File: config.mk
export PLATFORM = sky130hd
export DESIGN_NAME = spi_shift_engine_flat
export DESIGN_NICKNAME = d
export VERILOG_FILES = /design/src/rtl/spi_pkg.sv /design/src/rtl/spi_shift_engine_if.sv /design/src/rtl/spi_clock_divider.sv /design/src/rtl/spi_shift_engine.sv /design/src/flat_wrapper.sv
export SDC_FILE = /design/constraint.sdc
export NUM_CORES = 1
export LEC_CHECK = 0
export BUFFER_PORTS_ARGS = -buffer_cell sky130_fd_sc_hd__buf_2
export CAP_MARGIN = 20
export CORE_ASPECT_RATIO = 0.9
export CORE_MARGIN = 4
export CORE_UTILIZATION = 24
export CTS_BUF_LIST = sky130_fd_sc_hd__clkbuf_8
export CTS_CLUSTER_SIZE = 12
export DETAILED_ROUTE_END_ITERATION = 6
export PLACE_DENSITY = 0.51
export SLEW_MARGIN = 20
export SYNTH_ARGS = -nofsm -noshare
export SYNTH_HDL_FRONTEND = slang
export SYNTH_SLANG_ARGS = --single-unit
File: constraint.sdc
create_clock -name clk -period 2.3 [get_ports clk]
set_input_delay 0.69 -clock clk [delete_from_list [all_inputs] [get_ports clk]]
set_output_delay 0.69 -clock clk [all_outputs]
set_load 0.01 [all_outputs]
File: src/rtl/spi_pkg.sv
// Shared types and constants for the SPI shift engine.
package spi_pkg;

  typedef enum logic [2:0] {
    IDLE,
    FETCH,
    WAIT,
    LOAD,
    SHIFT,
    STORE,
    HOLDOFF
  } state_t;

  localparam int HOLDOFF_CYCLES    = 2;
  localparam int DEFAULT_DATAWIDTH = 8;

endpackage

File: src/rtl/spi_shift_engine_if.sv
// Data-side port between the SPI shift engine (master) and the ring buffer (slave).
interface spi_shift_engine_if
  import spi_pkg::*;
#(
  parameter int DATAWIDTH = DEFAULT_DATAWIDTH
) ();

  logic [DATAWIDTH-1:0] txData;
  logic                 txValid;
  logic                 txRead;
  logic [DATAWIDTH-1:0] rxData;
  logic                 rxReady;
  logic                 rxWrite;

  modport master (
    input  txData, txValid, rxReady,
    output txRead, rxData, rxWrite
  );

  modport slave (
    output txData, txValid, rxReady,
    input  txRead, rxData, rxWrite
  );

endinterface

File: src/rtl/spi_clock_divider.sv
// SCLK edge timer: emits a one-cycle tick every clkDivisor+1 cycles while running.
module spi_clock_divider #(
  parameter int DIVWIDTH = 16
) (
  input  logic                clk,
  input  logic                reset,
  input  logic [DIVWIDTH-1:0] clkDivisor,
  input  logic                restart,
  input  logic                run,
  output logic                tick
);

  logic [DIVWIDTH-1:0] count;

  assign tick = run && !restart && (count == clkDivisor);

  always_ff @(posedge clk or posedge reset) begin
    if (reset) begin
      count <= '0;
    end else if (restart || !run || (count == clkDivisor)) begin
      count <= '0;
    end else begin
      count <= count + DIVWIDTH'(1);
    end
  end

endmodule

File: src/rtl/spi_shift_engine.sv
// SPI master shift engine between the ring buffer data port and the SPI pins.
// Define SPI_ENGINE_LSB_FIRST_EN to add the lsbFirst input (per-word LSB-first order).
module spi_shift_engine
  import spi_pkg::*;
#(
  parameter int DATAWIDTH = DEFAULT_DATAWIDTH,
  parameter int DIVWIDTH  = 16
) (
  input  logic                clk,
  input  logic                reset,
  input  logic                enable,
  input  logic                cpol,
  input  logic                cpha,
  input  logic [DIVWIDTH-1:0] clkDivisor,
  spi_shift_engine_if.master  ringBuf,
  output logic                sclk,
  output logic                mosi,
  input  logic                miso,
  output logic                csN,
  output logic                busy
`ifdef SPI_ENGINE_LSB_FIRST_EN
  ,
  input  logic                lsbFirst
`endif
);

  localparam int EW = $clog2(2 * DATAWIDTH) + 1;
  localparam logic [EW-1:0] LAST_EDGE = EW'(2 * DATAWIDTH - 1);

  state_t               state;
  logic [EW-1:0]        edgeCnt;
  logic [1:0]           holdCnt;
  logic [DATAWIDTH-1:0] txShift;
  logic [DATAWIDTH-1:0] rxShift;
  logic                 cphaL;
  logic                 lsbL;
  logic                 lsbSel;
  logic [DIVWIDTH-1:0]  divL;
  logic                 tick;
  logic                 leading;
  logic                 sampleEdge;
  logic                 driveEdge;

`ifdef SPI_ENGINE_LSB_FIRST_EN
  assign lsbSel = lsbFirst;
`else
  assign lsbSel = 1'b0;
`endif

  function automatic logic headBit(input logic [DATAWIDTH-1:0] w, input logic lsb);
    return lsb ? w[0] : w[DATAWIDTH-1];
  endfunction

  function automatic logic [DATAWIDTH-1:0] shiftOut(input logic [DATAWIDTH-1:0] w,
                                                    input logic lsb);
    return lsb ? (w >> 1) : (w << 1);
  endfunction

  function automatic logic [DATAWIDTH-1:0] shiftIn(input logic [DATAWIDTH-1:0] w,
                                                   input logic b, input logic lsb);
    return lsb ? {b, w[DATAWIDTH-1:1]} : {w[DATAWIDTH-2:0], b};
  endfunction

  spi_clock_divider #(.DIVWIDTH(DIVWIDTH)) uDivider (
    .clk       (clk),
    .reset     (reset),
    .clkDivisor(divL),
    .restart   (state == LOAD),
    .run       (state == SHIFT),
    .tick      (tick)
  );

  // edgeCnt counts edges already taken, so an even count means the next edge leads.
  // With cpha=1 the first bit is already on mosi from LOAD, so the first leading edge does not advance.
  assign leading    = ~edgeCnt[0];
  assign sampleEdge = tick && (leading != cphaL);
  assign driveEdge  = tick && (leading == cphaL) && (edgeCnt != '0) && (edgeCnt != LAST_EDGE);

  // Word datapath; contents are only meaningful from LOAD onward.
  always_ff @(posedge clk) begin
    if (state == LOAD) begin
      txShift <= shiftOut(ringBuf.txData, lsbSel);
      cphaL   <= cpha;
      divL    <= clkDivisor;
      lsbL    <= lsbSel;
    end else if (state == SHIFT) begin
      if (driveEdge)  txShift <= shiftOut(txShift, lsbL);
      if (sampleEdge) rxShift <= shiftIn(rxShift, miso, lsbL);
    end
  end

  // Control FSM with registered outputs.
  always_ff @(posedge clk or posedge reset) begin
    if (reset) begin
      state           <= IDLE;
      ringBuf.txRead  <= 1'b0;
      ringBuf.rxWrite <= 1'b0;
      ringBuf.rxData  <= '0;
      sclk            <= 1'b0;
      mosi            <= 1'b0;
      csN             <= 1'b1;
      busy            <= 1'b0;
      edgeCnt         <= '0;
      holdCnt         <= '0;
    end else begin
      ringBuf.txRead  <= 1'b0;
      ringBuf.rxWrite <= 1'b0;
      case (state)
        IDLE: begin
          sclk <= cpol;
          if (enable && ringBuf.txValid) begin
            state          <= FETCH;
            ringBuf.txRead <= 1'b1;
            busy           <= 1'b1;
          end
        end
        FETCH: state <= WAIT;
        WAIT:  state <= LOAD;
        LOAD: begin
          csN     <= 1'b0;
          sclk    <= cpol;
          mosi    <= headBit(ringBuf.txData, lsbSel);
          edgeCnt <= '0;
          state   <= SHIFT;
        end
        SHIFT: begin
          if (tick) begin
            sclk    <= ~sclk;
            edgeCnt <= edgeCnt + EW'(1);
            if (driveEdge) mosi <= headBit(txShift, lsbL);
            if (edgeCnt == LAST_EDGE) state <= STORE;
          end
        end
        STORE: begin
          if (ringBuf.rxReady) begin
            ringBuf.rxWrite <= 1'b1;
            ringBuf.rxData  <= rxShift;
            holdCnt         <= '0;
            state           <= HOLDOFF;
          end
        end
        HOLDOFF: begin
          if (holdCnt == 2'(HOLDOFF_CYCLES - 1)) begin
            if (enable && ringBuf.txValid) begin
              state          <= FETCH;
              ringBuf.txRead <= 1'b1;
            end else begin
              state <= IDLE;
              csN   <= 1'b1;
              busy  <= 1'b0;
            end
          end else begin
            holdCnt <= holdCnt + 2'd1;
          end
        end
        default: state <= IDLE;
      endcase
    end
  end

endmodule

File: src/flat_wrapper.sv
// flat-port wrapper written by rule: the top's interface ports become plain ports
module spi_shift_engine_flat import spi_pkg::*;
#(
  parameter int DATAWIDTH = DEFAULT_DATAWIDTH,
  parameter int DIVWIDTH  = 16
)
  (clk, reset, enable, cpol, cpha, clkDivisor, sclk, mosi, miso, csN, busy, ringBuf_txData, ringBuf_txValid, ringBuf_rxReady, ringBuf_txRead, ringBuf_rxData, ringBuf_rxWrite);
  spi_shift_engine_if #(.DATAWIDTH(DATAWIDTH)) ringBuf_i ();
  input  logic clk;
  input  logic reset;
  input  logic enable;
  input  logic cpol;
  input  logic cpha;
  input  logic [DIVWIDTH-1:0] clkDivisor;
  output logic sclk;
  output logic mosi;
  input  logic miso;
  output logic csN;
  output logic busy;
  input wire logic [$bits(ringBuf_i.txData)-1:0] ringBuf_txData;
  input wire logic [$bits(ringBuf_i.txValid)-1:0] ringBuf_txValid;
  input wire logic [$bits(ringBuf_i.rxReady)-1:0] ringBuf_rxReady;
  output wire logic [$bits(ringBuf_i.txRead)-1:0] ringBuf_txRead;
  output wire logic [$bits(ringBuf_i.rxData)-1:0] ringBuf_rxData;
  output wire logic [$bits(ringBuf_i.rxWrite)-1:0] ringBuf_rxWrite;
  assign ringBuf_i.txData = ringBuf_txData;
  assign ringBuf_i.txValid = ringBuf_txValid;
  assign ringBuf_i.rxReady = ringBuf_rxReady;
  assign ringBuf_txRead = ringBuf_i.txRead;
  assign ringBuf_rxData = ringBuf_i.rxData;
  assign ringBuf_rxWrite = ringBuf_i.rxWrite;
  spi_shift_engine #(.DATAWIDTH(DATAWIDTH), .DIVWIDTH(DIVWIDTH)) u_core (.clk(clk), .reset(reset), .enable(enable), .cpol(cpol), .cpha(cpha), .clkDivisor(clkDivisor), .ringBuf(ringBuf_i), .sclk(sclk), .mosi(mosi), .miso(miso), .csN(csN), .busy(busy));
endmodule
# [Word level (Yosys, flattened, before mapping)]
# Index checks and enable logic that the tools add are counted.
[op_classes] n_reduce_logical=30 n_addsub=3 n_eq_ne=20 mux=33 bitwise=3
[ops] op="$mux W8" n=3
[ops] op="$pmux W3 S7" n=1
[ops] op="$add A16 B1 Y16 const B" n=1
[ops] op="$eq A16 B16 Y1" n=1
[ops] op="$mux W16" n=1
[ops] op="$mux W3" n=5
[ops] op="$mux W1" n=13
[ops] op="$reduce_and A3 Y1" n=4
[ops] op="$reduce_bool A2 Y1" n=6
[ops] op="$ne A2 B1 Y1 const B" n=5
[ops] op="$pmux W1 S2" n=5
[ops] op="$pmux W5 S2" n=1
[ops] op="$eq A3 B3 Y1 const B" n=3
[ops] op="$reduce_and A2 Y1" n=4
[ops] op="$logic_and A1 B1 Y1" n=7
[ops] op="$eq A3 B2 Y1 const B" n=2
[ops] op="$ne A2 B2 Y1 const B" n=3
[ops] op="$add A5 B1 Y5 const B" n=1
[ops] op="$eq A5 B4 Y1 const B" n=1
[ops] op="$mux W5" n=1
[ops] op="$ne A5 B4 Y1 const B" n=1
[ops] op="$reduce_and A5 Y1" n=1
[ops] op="$reduce_bool A5 Y1" n=1
[ops] op="$mux W2" n=2
[ops] op="12 further kinds" n=16
[word_totals] in_bits=32 ff_bits=72 wordCells=104

# [Logic depth before layout (Yosys ltp)]
[depth] word_depth=10 mapped_depth=7 mapped_depth_nobuf=7

# [Hierarchy]
# Synthesis repeated with hierarchy kept, for this count alone.
[hier_totals] hier_cells=270 hier_area_um2=3274.4
[by_module_without_submodules] mod="spi_shift_engine" cells_each=170 instances=1 area_per_inst_um2=2268.4
[by_module_without_submodules] mod="spi_clock_divider" cells_each=100 instances=1 area_per_inst_um2=1006.0

# [Least setup slack after synthesis]
# No wires, ideal clock.
[synth_timing] path_type="register to register" start="register u_core.edgeCnt[0]" end="register u_core.txShift[1], enable pin" n_path_buf=0 required_ns=1.977 arrival_time_ns=1.580 slack_ns=0.397 path_stages_with_launch=7 cell_sequence="dfrtp_1 ha_1 and3_1 ha_1 a311oi_1 nand3_1 nand2_1"
[synth_between] elab_chain_cells=7
[synth_rtl] item="start, declared" line_no="spi_shift_engine.sv:31" rtl="logic [EW-1:0] edgeCnt;"
[synth_rtl] item="start signal, assigned" line_no="spi_shift_engine.sv:129" rtl="edgeCnt <= edgeCnt + EW'(1);"
[synth_rtl] item="$not A1 Y1" line_no="spi_shift_engine.sv:75" rtl="assign leading = ~edgeCnt[0];"
[synth_rtl] item="$eq A1 B1 Y1" line_no="spi_shift_engine.sv:77" rtl="assign driveEdge = tick && (leading == cphaL) && (edgeCnt != '0) && (edgeCnt != LAST_EDGE);"
[synth_rtl] item="$logic_and A1 B1 Y1 (2 in a row)" line_no="spi_shift_engine.sv:77"
[synth_rtl] item="$logic_and A1 B1 Y1 *" line_no="spi_shift_engine.sv:77"
[synth_rtl] item="$reduce_bool A2 Y1 (no line) *"
[synth_rtl] item="$reduce_and A2 Y1 (no line) *"
[synth_rtl] item="end signal, assigned" line_no="spi_shift_engine.sv:82" rtl="txShift <= shiftOut(ringBuf.txData, lsbSel);"
[synth_rtl] item="end signal, assigned" line_no="spi_shift_engine.sv:87" rtl="if (driveEdge) txShift <= shiftOut(txShift, lsbL);"
[synth_rtl] item="end, declared" line_no="spi_shift_engine.sv:33" rtl="logic [DATAWIDTH-1:0] txShift;"
# Every way passes the cells marked *; elsewhere a longest branch is shown, timed or not.
# A chain may end at the register's enable or synchronous reset.

# [Worst setup path after layout]
[layout_timing] start="register u_core.uDivider.count[0]" end="register u_core.rxShift[4], enable pin"
[layout_between] elab_chain_cells=4
[layout_rtl] item="start, declared" line_no="spi_clock_divider.sv:13" rtl="logic [DIVWIDTH-1:0] count;"
[layout_rtl] item="start signal, assigned" line_no="spi_clock_divider.sv:23" rtl="count <= count + DIVWIDTH'(1);"
[layout_rtl] item="$eq A16 B16 Y1" line_no="spi_clock_divider.sv:15" rtl="assign tick = run && !restart && (count == clkDivisor);"
[layout_rtl] item="$logic_and A1 B1 Y1" line_no="spi_clock_divider.sv:15"
[layout_rtl] item="$logic_and A1 B1 Y1" line_no="spi_shift_engine.sv:76" rtl="assign sampleEdge = tick && (leading != cphaL);"
[layout_rtl] item="$reduce_and A3 Y1 (no line)"
[layout_rtl] item="end signal, assigned" line_no="spi_shift_engine.sv:88" rtl="if (sampleEdge) rxShift <= shiftIn(rxShift, miso, lsbL);"
[layout_rtl] item="end, declared" line_no="spi_shift_engine.sv:34" rtl="logic [DATAWIDTH-1:0] rxShift;"
# Every way passes these cells.

==> impl_metrics.py <==
metrics = {
    "critical_path": {
        "reg2reg_setup_slack_ns": 0.25,
        "max_stage_delay_ns": 0.42,
        "crit_buf_inv": 1,
        "crit_end": "u_core.rxShift[4]",
        "cp_top_family": "simple AND/OR/NAND/NOR gates",
        "worstPathRequired_ns": 2.31,
        "r2r-end": "u_core.rxShift[4]",
        "crit_path_start": "u_core.uDivider.count[0]",
        "critPathKind": "flop to flop",
        "crit_path_max_fanout": 11,
        "end_kind": "flop",
        "startpoint_type": "flop",
        "crit_slowest_cell": "dfrtp_1",
        "r2r_start": "u_core.uDivider.count[0]",
        "cp.depth": 5,
        "worstPathCellList": "xnor2_1 -> nand4_1 -> nor4_2 -> buf_4 -> and3_1",
        "arrival_ns": 2.06,
        "r2r_cells": 5,
    },
    "placement": {
        "gp_congestion": 0.783,
        "io_buffers": 45,
        "dp_hpwl_mm": 4.39,
        "dp_cells": 469,
    },
    "power_and_ir_drop": {
        "power_density_nw_per_um2": 656,
        "power_uw": 2540,
        "p_leak_uw": 0.00168,
        "ir_worst_vdd_v": 0.000306,
    },
    "timing": {
        "hold_violations": 0,
        "finalSetupTns_ns": 0,
        "period_needed_ns": 2.05,
        "finClkSkew_ns": 0.00787,
        "max_slew_margin": 0.645,
        "fin_crit_sh": 0.892,
        "fmax_mhz": 487,
        "max_slew.worst_pin.slew_ns": 0.531,
        "setup_viol": 0,
        "grt_setup_unrepaired": "false",
        "slew_viol_final": 0,
    },
    "detailed_routing": {
        "ant_nets": 0,
        "route.detailed.drc": 0,
        "viasPerCell": 4.25,
        "drt-wirelength-per-cell_um": 13.0,
        "drt-initial-drc-count": 139,
        "routed_wl_mm": 6.30,
        "dr.pass1.iters": 4,
        "vias": 2060,
    },
    "floorplanning": {
        "floorplan.initialDensity": 0.250,
        "ios": 46,
        "rows": 39,
        "die_area_um2": 15300,
        "die_h_um": 118,
        "core_um2": 12900,
        "die_w_um": 130,
    },
    "synth": {
        "syn-instance-count": 263,
        "syn_nets": 300,
        "ys_ff_latch": 72,
        "synthArstFlopShare": 0.556,
        "yosysUniqueCellTypes": 37,
        "synth-edff-count": 32,
        "synth_area_per_cell_um2": 12.2,
        "yosys_warnings": 0,
        "syn_area_um2": 3220,
        "synth-seq-area-share": 0.611,
        "synth-main-ff-cell": "dfrtp_1",
    },
    "cts": {
        "cts_root_buf": "clkbuf_8",
        "cts_tree": "built",
        "clock-sinks": 72,
        "cts_hold_buf": 0,
        "cts_buffers": 9,
        "clk_latency_ns": 0.35,
        "path_clk_slew_ns": 0.08,
        "cts.htree.levels": 3,
        "clockBufferDepth": 2,
    },
    "global_routing": {
        "grt_pass1_vias": 2154,
        "grt_max_degree": 41,
        "grt.overflow.total": 0,
        "grt_usage": 0.0915,
        "grt_pass1_wl_mm": 10.9,
        "antenna_found_initial": 0,
    },
    "status": {
        "status": "finished clean",
    },
    "run": {
        "maxCapViolCount": 0,
    },
    "finish": {
        "layout_commonest_cell": "buf_2",
        "n_fill_cell": 1354,
        "mostFrequentLayoutCells": "buf_2, dfrtp_1, edfxtp_1, nand2_1, nor2_1",
        "syn_to_final_growth_pct": 20.5,
        "nets": 353,
        "layout-drive-gt1-share": 0.274,
        "stdcell_count": 485,
        "diodes": 0,
    },
    "worst_hold_path": {
        "hold_class": "flop to flop",
        "hold_depth": 0,
    },
}
[cells by family after synthesis]
family	synth area share
adders and majority gates	0.0195
and+or+nand+nor	0.147
DFF	0.611
xor gates and xnor gates	0.0844
muxes	0.0693
buffers and inverters	0.0276
AOI/OAI and AO/OA	0.0416
[metal layers]
metal | part of all wire | track usage | vias up
met5 | 0 | 0 | -
met4 | 0.022 | 0.0422 | 0
met3 | 0.049 | 0.0336 | 11
met2 | 0.45 | 0.132 | 49
met1 | 0.48 | 0.121 | 979
li1 | - | - | 1021
[cells in the mapped netlist (4+ instances only)]
master | instances | area [um^2]
a21oi_1 | 8 | 40.0
inv_1 | 10 | 37.5
nand3_1 | 9 | 45.0
nor2_1 | 25 | 93.8
mux2_2 | 14 | 158
dfrtp_1 | 39 | 976
buf_2 | 4 | 20.0
xnor2_1 | 21 | 184
nand2_1 | 25 | 93.8
ha_1 | 5 | 62.6
mux2i_1 | 5 | 50.1
and2_1 | 4 | 25.0
and3_1 | 6 | 37.5
nand4_1 | 10 | 62.6
o21ai_0 | 7 | 35.0
xor2_1 | 10 | 87.6
edfxtp_1 | 32 | 961
[report_power, final]
part           leakage, uW  switching, uW  internal, uW  total [uW]
combinational     0.000767           34.5          34.2        68.7
clock             0.000101            499           610        1110
sequential        0.000814           13.4          1350        1360
total              0.00168            547          1990        2540
[flip-flops by register name (all words and copies together) (netlist names), 2 cells and up]
name / flops
u_core.divL: 16
u_core.uDivider.count: 16
u_core.ringBuf.rxData: 8
u_core.rxShift: 8
u_core.txShift: 7
u_core.edgeCnt: 5
u_core.state: 3
u_core.holdCnt: 2
[area by class of cell]
| class | count | area (um^2) | share of cell area |
|---|---|---|---|
| clock buffers | 9 | 124 | 0.0320 |
| repair buffers | 52 | 278 | 0.0717 |
| multi-input cells | 171 | 1170 | 0.302 |
| flip-flops and latches | 72 | 1960 | 0.507 |
| well taps | 164 | 205 | 0.0530 |
| inverters | 10 | 37.5 | 0.00969 |
| clock inverters | 7 | 96.3 | 0.0249 |
[worst min path at each step]
stage                            startpoint                 to  slack (ns)
final                     u_core.rxShift[0]  u_core.rxShift[1]        0.45
after floorplan           u_core.rxShift[0]  u_core.rxShift[1]        0.42
after global routing      u_core.rxShift[0]  u_core.rxShift[1]        0.47
after CTS                 u_core.rxShift[6]  u_core.rxShift[7]        0.45
after global placement    u_core.rxShift[1]  u_core.rxShift[2]        0.43
after detailed placement  u_core.rxShift[1]  u_core.rxShift[2]        0.43
[stage by stage]
stage                     worst slack [ns]  cell area (um^2)  utilization  hold slack (ns)
after global placement               0.251              3650        0.283            0.427
final                                0.249              3870        0.301            0.453
after floorplan                      0.397              3220            -            0.422
after detailed placement             0.181              3650        0.283            0.430
after global routing                0.0612              3870        0.301            0.470
after CTS                            0.167              3870        0.300            0.450
[timing repair]
action,4_1_cts,5_1_grt
setup endpoints to repair,0,5
gates resized for setup,0,1
buffers inserted,0,0
[worst reg2reg max path: cells and delay by family, from the launching register on]
kind          cells  cell delay, ns
xor+xnor          1            0.20
simple gates      3            0.86
buf+inv           1            0.24
flops             1            0.42
(Power assumes the default switching activity.)
